## src/rtl/console_io_if.sv

```systemverilog
// CPU-side I/O port bus shared by the CPU core and the platform console responder.
// The CPU drives the port number and write strobe; the responder returns read
// data combinationally and raises the level interrupt request.
interface console_io_if;
    logic [8:0]  io_port;
    logic [15:0] data_out;
    logic        data_out_valid;
    logic [15:0] data_in;
    logic        irq;

    modport master (
        output io_port,
        output data_out,
        output data_out_valid,
        input  data_in,
        input  irq
    );

    modport slave (
        input  io_port,
        input  data_out,
        input  data_out_valid,
        output data_in,
        output irq
    );
endinterface

```

## src/rtl/console_io.sv

```systemverilog
// Platform console responder for the CPU I/O port.
// Ports: 0 end-of-program, 2 stdin (RX FIFO), 3 stdout (TX FIFO),
// 4 interrupt status, 5 interrupt mask. Reads are side-effect free and
// combinational; writes take effect on the strobed clock edge.
// RX_DEPTH and TX_DEPTH must be powers of two and at least 2.
module console_io #(
    parameter int RX_DEPTH = 16,
    parameter int TX_DEPTH = 16
) (
    input  logic        clock,
    input  logic        reset_n,
    console_io_if.slave cpu,
    input  logic [7:0]  rx_byte,
    input  logic        rx_valid,
    output logic        rx_ready,
    output logic [7:0]  tx_byte,
    output logic        tx_valid,
    input  logic        tx_ready,
    output logic        halted,
    output logic [15:0] exit_code
);

    localparam int RX_AW = $clog2(RX_DEPTH);
    localparam int TX_AW = $clog2(TX_DEPTH);

    localparam logic [RX_AW:0]   RX_FULL_CNT = (RX_AW + 1)'(RX_DEPTH);
    localparam logic [RX_AW:0]   RX_CNT_ONE  = (RX_AW + 1)'(1);
    localparam logic [RX_AW-1:0] RX_PTR_ONE  = RX_AW'(1);
    localparam logic [TX_AW:0]   TX_FULL_CNT = (TX_AW + 1)'(TX_DEPTH);
    localparam logic [TX_AW:0]   TX_CNT_ONE  = (TX_AW + 1)'(1);
    localparam logic [TX_AW-1:0] TX_PTR_ONE  = TX_AW'(1);

    localparam logic [8:0] PORT_END    = 9'd0;
    localparam logic [8:0] PORT_STDIN  = 9'd2;
    localparam logic [8:0] PORT_STDOUT = 9'd3;
    localparam logic [8:0] PORT_ISTAT  = 9'd4;
    localparam logic [8:0] PORT_IMASK  = 9'd5;

    // RX FIFO state
    logic [7:0]       rx_mem [RX_DEPTH];
    logic [RX_AW-1:0] rx_rd_ptr;
    logic [RX_AW-1:0] rx_wr_ptr;
    logic [RX_AW:0]   rx_count;
    logic             rx_empty;
    logic             rx_full;
    logic             rx_push;
    logic             rx_pop;

    // TX FIFO state
    logic [7:0]       tx_mem [TX_DEPTH];
    logic [TX_AW-1:0] tx_rd_ptr;
    logic [TX_AW-1:0] tx_wr_ptr;
    logic [TX_AW:0]   tx_count;
    logic             tx_empty;
    logic             tx_full;
    logic             tx_push;
    logic             tx_pop;

    // Interrupt and control state
    logic [1:0] mask;
    logic [1:0] pending;
    logic [1:0] status;
    logic       wr_end;
    logic       wr_stdin;
    logic       wr_stdout;
    logic       wr_imask;

    // Write decode: a write only exists in the strobed cycle.
    assign wr_end    = cpu.data_out_valid && (cpu.io_port == PORT_END);
    assign wr_stdin  = cpu.data_out_valid && (cpu.io_port == PORT_STDIN);
    assign wr_stdout = cpu.data_out_valid && (cpu.io_port == PORT_STDOUT);
    assign wr_imask  = cpu.data_out_valid && (cpu.io_port == PORT_IMASK);

    // Full/empty come from the registered counts, so push/pop decisions use
    // the pre-edge occupancy even when both happen in the same cycle.
    assign rx_empty = (rx_count == '0);
    assign rx_full  = (rx_count == RX_FULL_CNT);
    assign tx_empty = (tx_count == '0);
    assign tx_full  = (tx_count == TX_FULL_CNT);

    assign rx_ready = !rx_full;
    assign rx_push  = rx_valid && !rx_full;
    assign rx_pop   = wr_stdin && !rx_empty;

    assign tx_push  = wr_stdout && !tx_full;
    assign tx_pop   = tx_ready && !tx_empty;
    assign tx_valid = !tx_empty;
    // Storage is not reset; gate the head so the output is a clean 0 when empty.
    assign tx_byte  = tx_empty ? 8'h00 : tx_mem[tx_rd_ptr];

    // Interrupt status depends only on registered state, never on the CPU bus.
    assign pending = {!tx_full, !rx_empty};
    assign status  = pending & mask;
    assign cpu.irq = |status;

    // RX storage write; data array carries no reset.
    always_ff @(posedge clock) begin
        if (rx_push) begin
            rx_mem[rx_wr_ptr] <= rx_byte;
        end
    end

    // RX pointers and occupancy; pointers wrap naturally at a power-of-two depth.
    always_ff @(posedge clock or negedge reset_n) begin
        if (!reset_n) begin
            rx_rd_ptr <= '0;
            rx_wr_ptr <= '0;
            rx_count  <= '0;
        end else begin
            if (rx_push) begin
                rx_wr_ptr <= rx_wr_ptr + RX_PTR_ONE;
            end
            if (rx_pop) begin
                rx_rd_ptr <= rx_rd_ptr + RX_PTR_ONE;
            end
            case ({rx_push, rx_pop})
                2'b10:   rx_count <= rx_count + RX_CNT_ONE;
                2'b01:   rx_count <= rx_count - RX_CNT_ONE;
                default: rx_count <= rx_count;
            endcase
        end
    end

    // TX storage write; data array carries no reset.
    always_ff @(posedge clock) begin
        if (tx_push) begin
            tx_mem[tx_wr_ptr] <= cpu.data_out[7:0];
        end
    end

    // TX pointers and occupancy; a push into a full FIFO is dropped even if it drains this cycle.
    always_ff @(posedge clock or negedge reset_n) begin
        if (!reset_n) begin
            tx_rd_ptr <= '0;
            tx_wr_ptr <= '0;
            tx_count  <= '0;
        end else begin
            if (tx_push) begin
                tx_wr_ptr <= tx_wr_ptr + TX_PTR_ONE;
            end
            if (tx_pop) begin
                tx_rd_ptr <= tx_rd_ptr + TX_PTR_ONE;
            end
            case ({tx_push, tx_pop})
                2'b10:   tx_count <= tx_count + TX_CNT_ONE;
                2'b01:   tx_count <= tx_count - TX_CNT_ONE;
                default: tx_count <= tx_count;
            endcase
        end
    end

    // Sticky halt with the exit code of the first end-of-program write, plus the interrupt mask.
    always_ff @(posedge clock or negedge reset_n) begin
        if (!reset_n) begin
            halted    <= 1'b0;
            exit_code <= 16'h0000;
            mask      <= 2'b00;
        end else begin
            if (wr_end && !halted) begin
                halted    <= 1'b1;
                exit_code <= cpu.data_out;
            end
            if (wr_imask) begin
                mask <= cpu.data_out[1:0];
            end
        end
    end

    // Combinational read mux; unmapped ports (including CPU-owned port 1) read 0.
    always_comb begin
        cpu.data_in = 16'h0000;
        case (cpu.io_port)
            PORT_STDIN:  cpu.data_in = rx_empty ? 16'h8000 : {8'h00, rx_mem[rx_rd_ptr]};
            PORT_STDOUT: cpu.data_in = {15'd0, !tx_full};
            PORT_ISTAT:  cpu.data_in = {14'd0, status};
            PORT_IMASK:  cpu.data_in = {14'd0, mask};
            default:     cpu.data_in = 16'h0000;
        endcase
    end

endmodule
```

## src/flat_wrapper.sv

```systemverilog
// flat-port wrapper written by rule: the top's interface ports become plain ports
module console_io_flat 
#(
    parameter int RX_DEPTH = 16,
    parameter int TX_DEPTH = 16
)
  (clock, reset_n, rx_byte, rx_valid, rx_ready, tx_byte, tx_valid, tx_ready, halted, exit_code, cpu_io_port, cpu_data_out, cpu_data_out_valid, cpu_data_in, cpu_irq);
  console_io_if cpu_i ();
  input  logic clock;
  input  logic reset_n;
  input  logic [7:0] rx_byte;
  input  logic rx_valid;
  output logic rx_ready;
  output logic [7:0] tx_byte;
  output logic tx_valid;
  input  logic tx_ready;
  output logic halted;
  output logic [15:0] exit_code;
  input wire logic [$bits(cpu_i.io_port)-1:0] cpu_io_port;
  input wire logic [$bits(cpu_i.data_out)-1:0] cpu_data_out;
  input wire logic [$bits(cpu_i.data_out_valid)-1:0] cpu_data_out_valid;
  output wire logic [$bits(cpu_i.data_in)-1:0] cpu_data_in;
  output wire logic [$bits(cpu_i.irq)-1:0] cpu_irq;
  assign cpu_i.io_port = cpu_io_port;
  assign cpu_i.data_out = cpu_data_out;
  assign cpu_i.data_out_valid = cpu_data_out_valid;
  assign cpu_data_in = cpu_i.data_in;
  assign cpu_irq = cpu_i.irq;
  console_io #(.RX_DEPTH(RX_DEPTH), .TX_DEPTH(TX_DEPTH)) u_core (.clock(clock), .reset_n(reset_n), .cpu(cpu_i), .rx_byte(rx_byte), .rx_valid(rx_valid), .rx_ready(rx_ready), .tx_byte(tx_byte), .tx_valid(tx_valid), .tx_ready(tx_ready), .halted(halted), .exit_code(exit_code));
endmodule
```

## config.mk

```make
export PLATFORM = sky130hd
export DESIGN_NAME = console_io_flat
export DESIGN_NICKNAME = d
export VERILOG_FILES = /design/src/rtl/console_io_if.sv /design/src/rtl/console_io.sv /design/src/flat_wrapper.sv
export SDC_FILE = /design/constraint.sdc
export NUM_CORES = 1
export LEC_CHECK = 0
export ABC_CLOCK_PERIOD_IN_PS = 4500
export CAP_MARGIN = 5
export CORE_MARGIN = 2
export CORE_UTILIZATION = 40
export DETAILED_ROUTE_END_ITERATION = 8
export HOLD_SLACK_MARGIN = 0.1
export PLACE_DENSITY = 0.64
export SYNTH_ARGS = -nofsm -noshare
export SYNTH_HDL_FRONTEND = slang
export SYNTH_SLANG_ARGS = --single-unit
```

## constraint.sdc

```tcl
create_clock -name clock -period 4.5 [get_ports clock]
set_clock_uncertainty 0.15 [all_clocks]
set_input_delay 0.675 -clock clock [delete_from_list [all_inputs] [get_ports clock]]
set_output_delay 0.675 -clock clock [all_outputs]
set_load 0.05 [all_outputs]
```

After elaboration in Yosys (flattened, before gate mapping). Memory sizes are Yosys's and may differ from the RTL's. Index checks and enable logic that the tools add are counted. W data, S select, Z words.

Bits in registers: 45. Memory bits (writable): 256. Input port bits: 38. Output and inout port bits: 44. Logic and storage cells: 59. Memories: 2.

$add $sub $neg: 8. Equality and inequality tests: 10. Multiplexer cells: 9. Bitwise logic cells: 1. Reductions and logical operators: 20.

Memories: u_core.rx_mem (depth 16, bits a word 8, rd ports 1, clocked after Yosys merged registers in 0, write ports 1, RTL line console_io.sv:40) `logic [7:0] rx_mem [RX_DEPTH];`; u_core.tx_mem (depth 16, bits a word 8, rd ports 1, clocked after Yosys merged registers in 0, write ports 1, RTL line console_io.sv:50) `logic [7:0] tx_mem [TX_DEPTH];`.

Operators by type and width (number): $pmux W16 S4 (1); $pmux W5 S2 (2); $eq A9 B2 Y1 const B (2); $eq A9 B3 Y1 const B (2); $add A4 B1 Y4 const B (4); $mux W16 (1); $add A5 B1 Y5 const B (2); $eq A5 B5 Y1 const B (2); $logic_not A5 Y1 (2); $sub A5 B1 Y5 const B (2); $logic_and A1 B1 Y1 (9); $logic_not A9 Y1 (1); $mux W8 (1); $logic_not A1 Y1 (5); $eq A2 B1 Y1 const B (2); $eq A2 B2 Y1 const B (2); $mux W1 (4); $reduce_bool A2 Y1 (2); $and A2 B2 Y2 (1); $reduce_or A2 Y1 (1).

Depth between registers and ports, before layout.
Depth in word-level cells: 5. Gate-level depth with buffers: 14. Depth with buffers taken out: 13.

Least setup slack after synthesis. Ideal clock, no wire load.

Path kind: input to output. From: input cpu_io_port[8]. To: output cpu_data_in[2]. Arrival: 2.932 ns. Data required time: 3.675 ns. Setup slack: 0.743 ns. Stages: 4. Buffers on the path: 0. Cell sequence: or4b_4 or3_4 nand2b_4 a211oi_1.

Longest elaborated chain between the ends: 2. Elaborated cells between the ends (all ways): 5. Those cells by class: 4 x eq/ne; 1 x mux.

Ends and longest elaborated chain: start, declared (RTL line flat_wrapper.sv:19) `input wire logic [$bits(cpu_i.io_port)-1:0] cpu_io_port;`; $eq A9 B3 Y1 / $eq A9 B2 Y1 (equally long branches) (RTL line console_io.sv:172) `case (cpu.io_port)`; $pmux W16 S4 * (RTL line console_io.sv:172); end, declared (RTL line flat_wrapper.sv:22) `output wire logic [$bits(cpu_i.data_in)-1:0] cpu_data_in;`.

Mark *: on every way between the ends. The rest lies on a longest branch, timed or not.

Worst setup path after layout.
From: register u_core.tx_rd_ptr[0]. To: output tx_byte[2].

Longest elaborated chain between the ends: 2.

Ends and longest elaborated chain: start, declared (RTL line console_io.sv:51) `logic [TX_AW-1:0] tx_rd_ptr;`; start signal, assigned (RTL line console_io.sv:142) `tx_rd_ptr <= tx_rd_ptr + TX_PTR_ONE;`; $mem_v2 Z16 W8; $mux W8 (RTL line console_io.sv:89) `assign tx_byte = tx_empty ? 8'h00 : tx_mem[tx_rd_ptr];`; end, declared (RTL line flat_wrapper.sv:14) `output logic [7:0] tx_byte;`.

Every way passes these cells.

==> summary.txt <==
Setup path
  – Cells along the critical path: buf_12 > mux4_2 > mux2i_1 > o22ai_1 > clkdlybuf4s50_1
  – Arrival @ worst endpoint: 3.20 ns
  – Worst path max stage delay: 0.79 ns
  – CP startpoint: u_core.tx_rd_ptr[0]$_DFFE_PN0P_
  – Worst r2r dst: u_core.rx_count[4]$_DFFE_PN0P_
  – Critical Path RT: 3.67 ns
  – Reg2reg path depth: 13
  – Worst R2R Setup Slack: 0.92 ns
  – Critical R2R Launch: u_core.rx_count[1]$_DFFE_PN0P_
  – Critical Setup Path Class: register to primary output
  – Crit Path Max Fanout: 19
  – Crit path to: tx_byte[2]
  – CP Launch Type: register
  – Crit end category: primary output
  – Slowest CP cell: dfrtp_2

Die
  – DIE AREA: 32200 µm²
  – FP Rows: 64
  – Die height: 180 µm
  – Initial Utilization: 40.5%
  – Die width: 180 µm
  – Top-level port count: 82
  – Core Box Area: 30400 µm²

Drt
  – Via count: 6216
  – Post-route ant nets: 0
  – Routed length per instance: 21.4 µm
  – DRC errors left: 0
  – DR vias/cell: 5.31
  – Initial DRC count: 448
  – Pre-antenna DRT Iters: 7
  – Final WL: 25000 µm

Run
  – Max cap viols: 0

Power
  – Reg power frac: 44.5%
  – Sw power: 0.00219 W
  – Switch share: 28.3%
  – Total power: 0.00775 W
  – Int Pwr: 0.00556 W
  – Combinational Power Share: 22.2%
  – Pwr dens: 531 nW/µm²
  – Clock power share: 33.3%
  – Leak: 5.00 nW
  – Worst IR Drop VDD: 0.290 mV

Logic synthesis
  – Distinct cells, synth: 52
  – Yosys reg bits: 301
  – Area share of the largest cell type after synthesis: 62.4%
  – Sequential share of the synthesized area: 71.5%
  – Synth area leader: edfxtp_1
  – Cells after Synth: 653
  – Post-synth EDFFs: 256
  – Mapped Avg Cell Area: 18.9 µm²
  – Asr flop ratio synth: 15.0%
  – Largest cells by area after synthesis: edfxtp_1 (62%), mux4_2 (12%), dfrtp_1 (9.1%)
  – Primary FF master, synth: edfxtp_1
  – Synth Cell Area: 12300 µm²
  – Synth warn: 0

Clock network
  – CTS Buf Count: 31
  – CTS tree: done
  – Number of gates resized after cts: 0
  – CTS root buf: clkbuf_16
  – CTS Buffer Depth: 3
  – CTS Hold Bufs: 1
  – Htree depth: 1
  – Clk sinks: 301
  – Worst-path clk slew: 0.06 ns
  – Worst skew pair latency: 0.54 ns
  – Setup Buffers After CTS: 0

Global routing
  – Initial antenna violation count: 0
  – Number of global-route vias before repair: 6572
  – GRT overflow: 0
  – Gr usage total: 15.5%
  – First-pass GRT wire length: 39000 µm
  – Pin count of the biggest net entering global routing: 39

STA
  – Pin slew with the least headroom to its limit: 1.15 ns
  – Final worst path period share: 89.5%
  – Hold Slack: 0.348 ns
  – Unrepaired setup endpoints after global routing: no
  – Final setup fails: 0
  – Final hold vios: 0
  – Setup TNS: 0 ns
  – Max-slew violations: 0
  – Fmax: 0.248 GHz
  – Clock period minus worst slack: 4.03 ns
  – Max-Slew Margin vs Limit: 23.0%

Layout
  – NumNets Final: 808
  – Area of the multi-input gates: 3260 µm²
  – Fillers: 2529
  – Number of inserted diodes: 0
  – Layout cells sized above 1: 23.1%
  – P&R area growth vs syn: 18.4%
  – Sequential cell area: 8810 µm²

Run status
  – Status: finished, final reports clean

Min path
  – Hold depth: 1
  – Hold Path Class: register to register

Placement
  – I/O Buffers: 74
  – Dpl hpwl: 16700 µm
  – GPL Wtd Cong: 0.788
## stage by stage
stage | cells | cell area, µm² | utilization (%) | setup WS, ns
after floorplan | 659 | 12400 | - | 0.743
after global placement | 1113 | 13600 | 44.5 | 0.222
after detailed placement | 1113 | 13600 | 44.5 | 0.142
after CTS | 1171 | 14600 | 48.0 | 0.369
after global routing | 1171 | 14600 | 48.0 | 0.289
final | 1171 | 14600 | 48.0 | 0.474
## cell usage in the layout, fill, tap and decap left out, types with 2 or more instances in the layout
cell type and n:
a211oi_1 13, a21o_1 2, a21oi_1 6, and2_1 7
and4_1 2, buf_4 31, bufinv_16 5, clkbuf_1 6
clkbuf_16 31, clkdlybuf4s50_1 65, clkinv_1 5, clkinv_2 6
conb_1 7, dfrtp_1 44, edfxtp_1 256, ha_1 18
inv_1 17, inv_6 2, mux2_2 20, mux2i_1 22
mux4_2 66, nand2_1 22, nand2b_1 5, nand3_1 3
nand4_1 4, nor2_1 19, nor2b_1 7, nor3_1 9
nor4_1 7, o21ai_0 9, o22ai_1 9, xnor2_1 15
xor2_1 7
## per-layer routing
metal | wire length [µm] | global-route usage, % | share of wire [%]
met1 | 10900 | 20.9 | 43
met5 | 0 | 0 | 0
met4 | 391 | 3.45 | 1.6
met3 | 1050 | 2.31 | 4.2
met2 | 12700 | 26.7 | 51
## worst min path at each step
stage                                        start                               end
global placement    u_core.rx_count[4]$_DFFE_PN0P_    u_core.rx_count[4]$_DFFE_PN0P_
CTS                                        reset_n   u_core.exit_code[0]$_DFFE_PN0P_
finish              u_core.rx_count[4]$_DFFE_PN0P_    u_core.rx_count[4]$_DFFE_PN0P_
detailed placement  u_core.rx_count[4]$_DFFE_PN0P_    u_core.rx_count[4]$_DFFE_PN0P_
floorplan                                  reset_n   u_core.exit_code[0]$_DFFE_PN0P_
global route                               reset_n  u_core.exit_code[15]$_DFFE_PN0P_
## cell usage after synthesis (2+ instances only)
library cell	count
nand4_1	4
buf_4	9
xnor2_1	15
mux2i_1	22
mux4_2	66
clkbuf_1	17
xor2_1	7
nor4_1	7
nor2b_1	7
and4_1	2
a211oi_1	13
nor3_1	9
buf_1	3
inv_1	17
edfxtp_1	256
o21ai_0	9
nand2b_1	5
buf_2	10
a21o_1	2
nor2_1	19
o22ai_1	9
a21oi_1	6
nand2_1	22
dfrtp_1	45
nand3_1	3
mux2_2	20
ha_1	18
and2_1	7
## power groups by stage
stage | logic (W) | clock network (W) | registers, W
5_1_grt | 0.00184 | 0.00275 | 0.00348
3_5_place_dp | 0.00174 | 0 | 0.00351
3_3_place_gp | 0.00169 | 0 | 0.00349
4_1_cts | 0.00175 | 0.00264 | 0.00345
6_report | 0.00172 | 0.00258 | 0.00345
2_1_floorplan | 0.00132 | 0 | 0.00337
## flip-flops by register name (all words and copies together) (netlist names)
| register | flops |
|---|---|
| u_core.tx_rd_ptr | 4 |
| u_core.mask | 2 |
| u_core.rx_rd_ptr | 4 |
| u_core.tx_count | 5 |
| u_core.exit_code | 16 |
| u_core.rx_wr_ptr | 4 |
| u_core.rx_mem | 128 |
| u_core.tx_mem | 128 |
| u_core.rx_count | 5 |
| u_core.tx_wr_ptr | 4 |
| u_core.halted | 1 |
## final cells by class
type	instances	share of cell area [%]
repair buffers	99	6.29
well taps	396	3.39
inverters	18	0.480
clock inverters	19	1.53
multi-input cells	300	22.4
clock buffers	38	5.56
flip-flops and latches	301	60.4
## worst max-delay path, delay by kind of cell (launching register included)
kind | cells | cell delay, ns
multiplexers | 2 | 0.76
AO/OA/AOI/OAI | 1 | 0.11
buffers and inverters | 2 | 0.99
flip-flops | 1 | 0.79
## logic make-up after synthesis
kind of cell               Yosys count  synth area share (%)
AOI/OAI and AO/OA                   46                  2.42
xor gates and xnor gates            22                  1.56
adders and majority gates           19                  1.99
buffers and inverters               58                  2.22
DFF                                301                  71.5
muxes                              109                  15.8
other                                1                0.0304
and+or+nand+nor                     97                  4.50
Power figures use the tool's default switching activity.
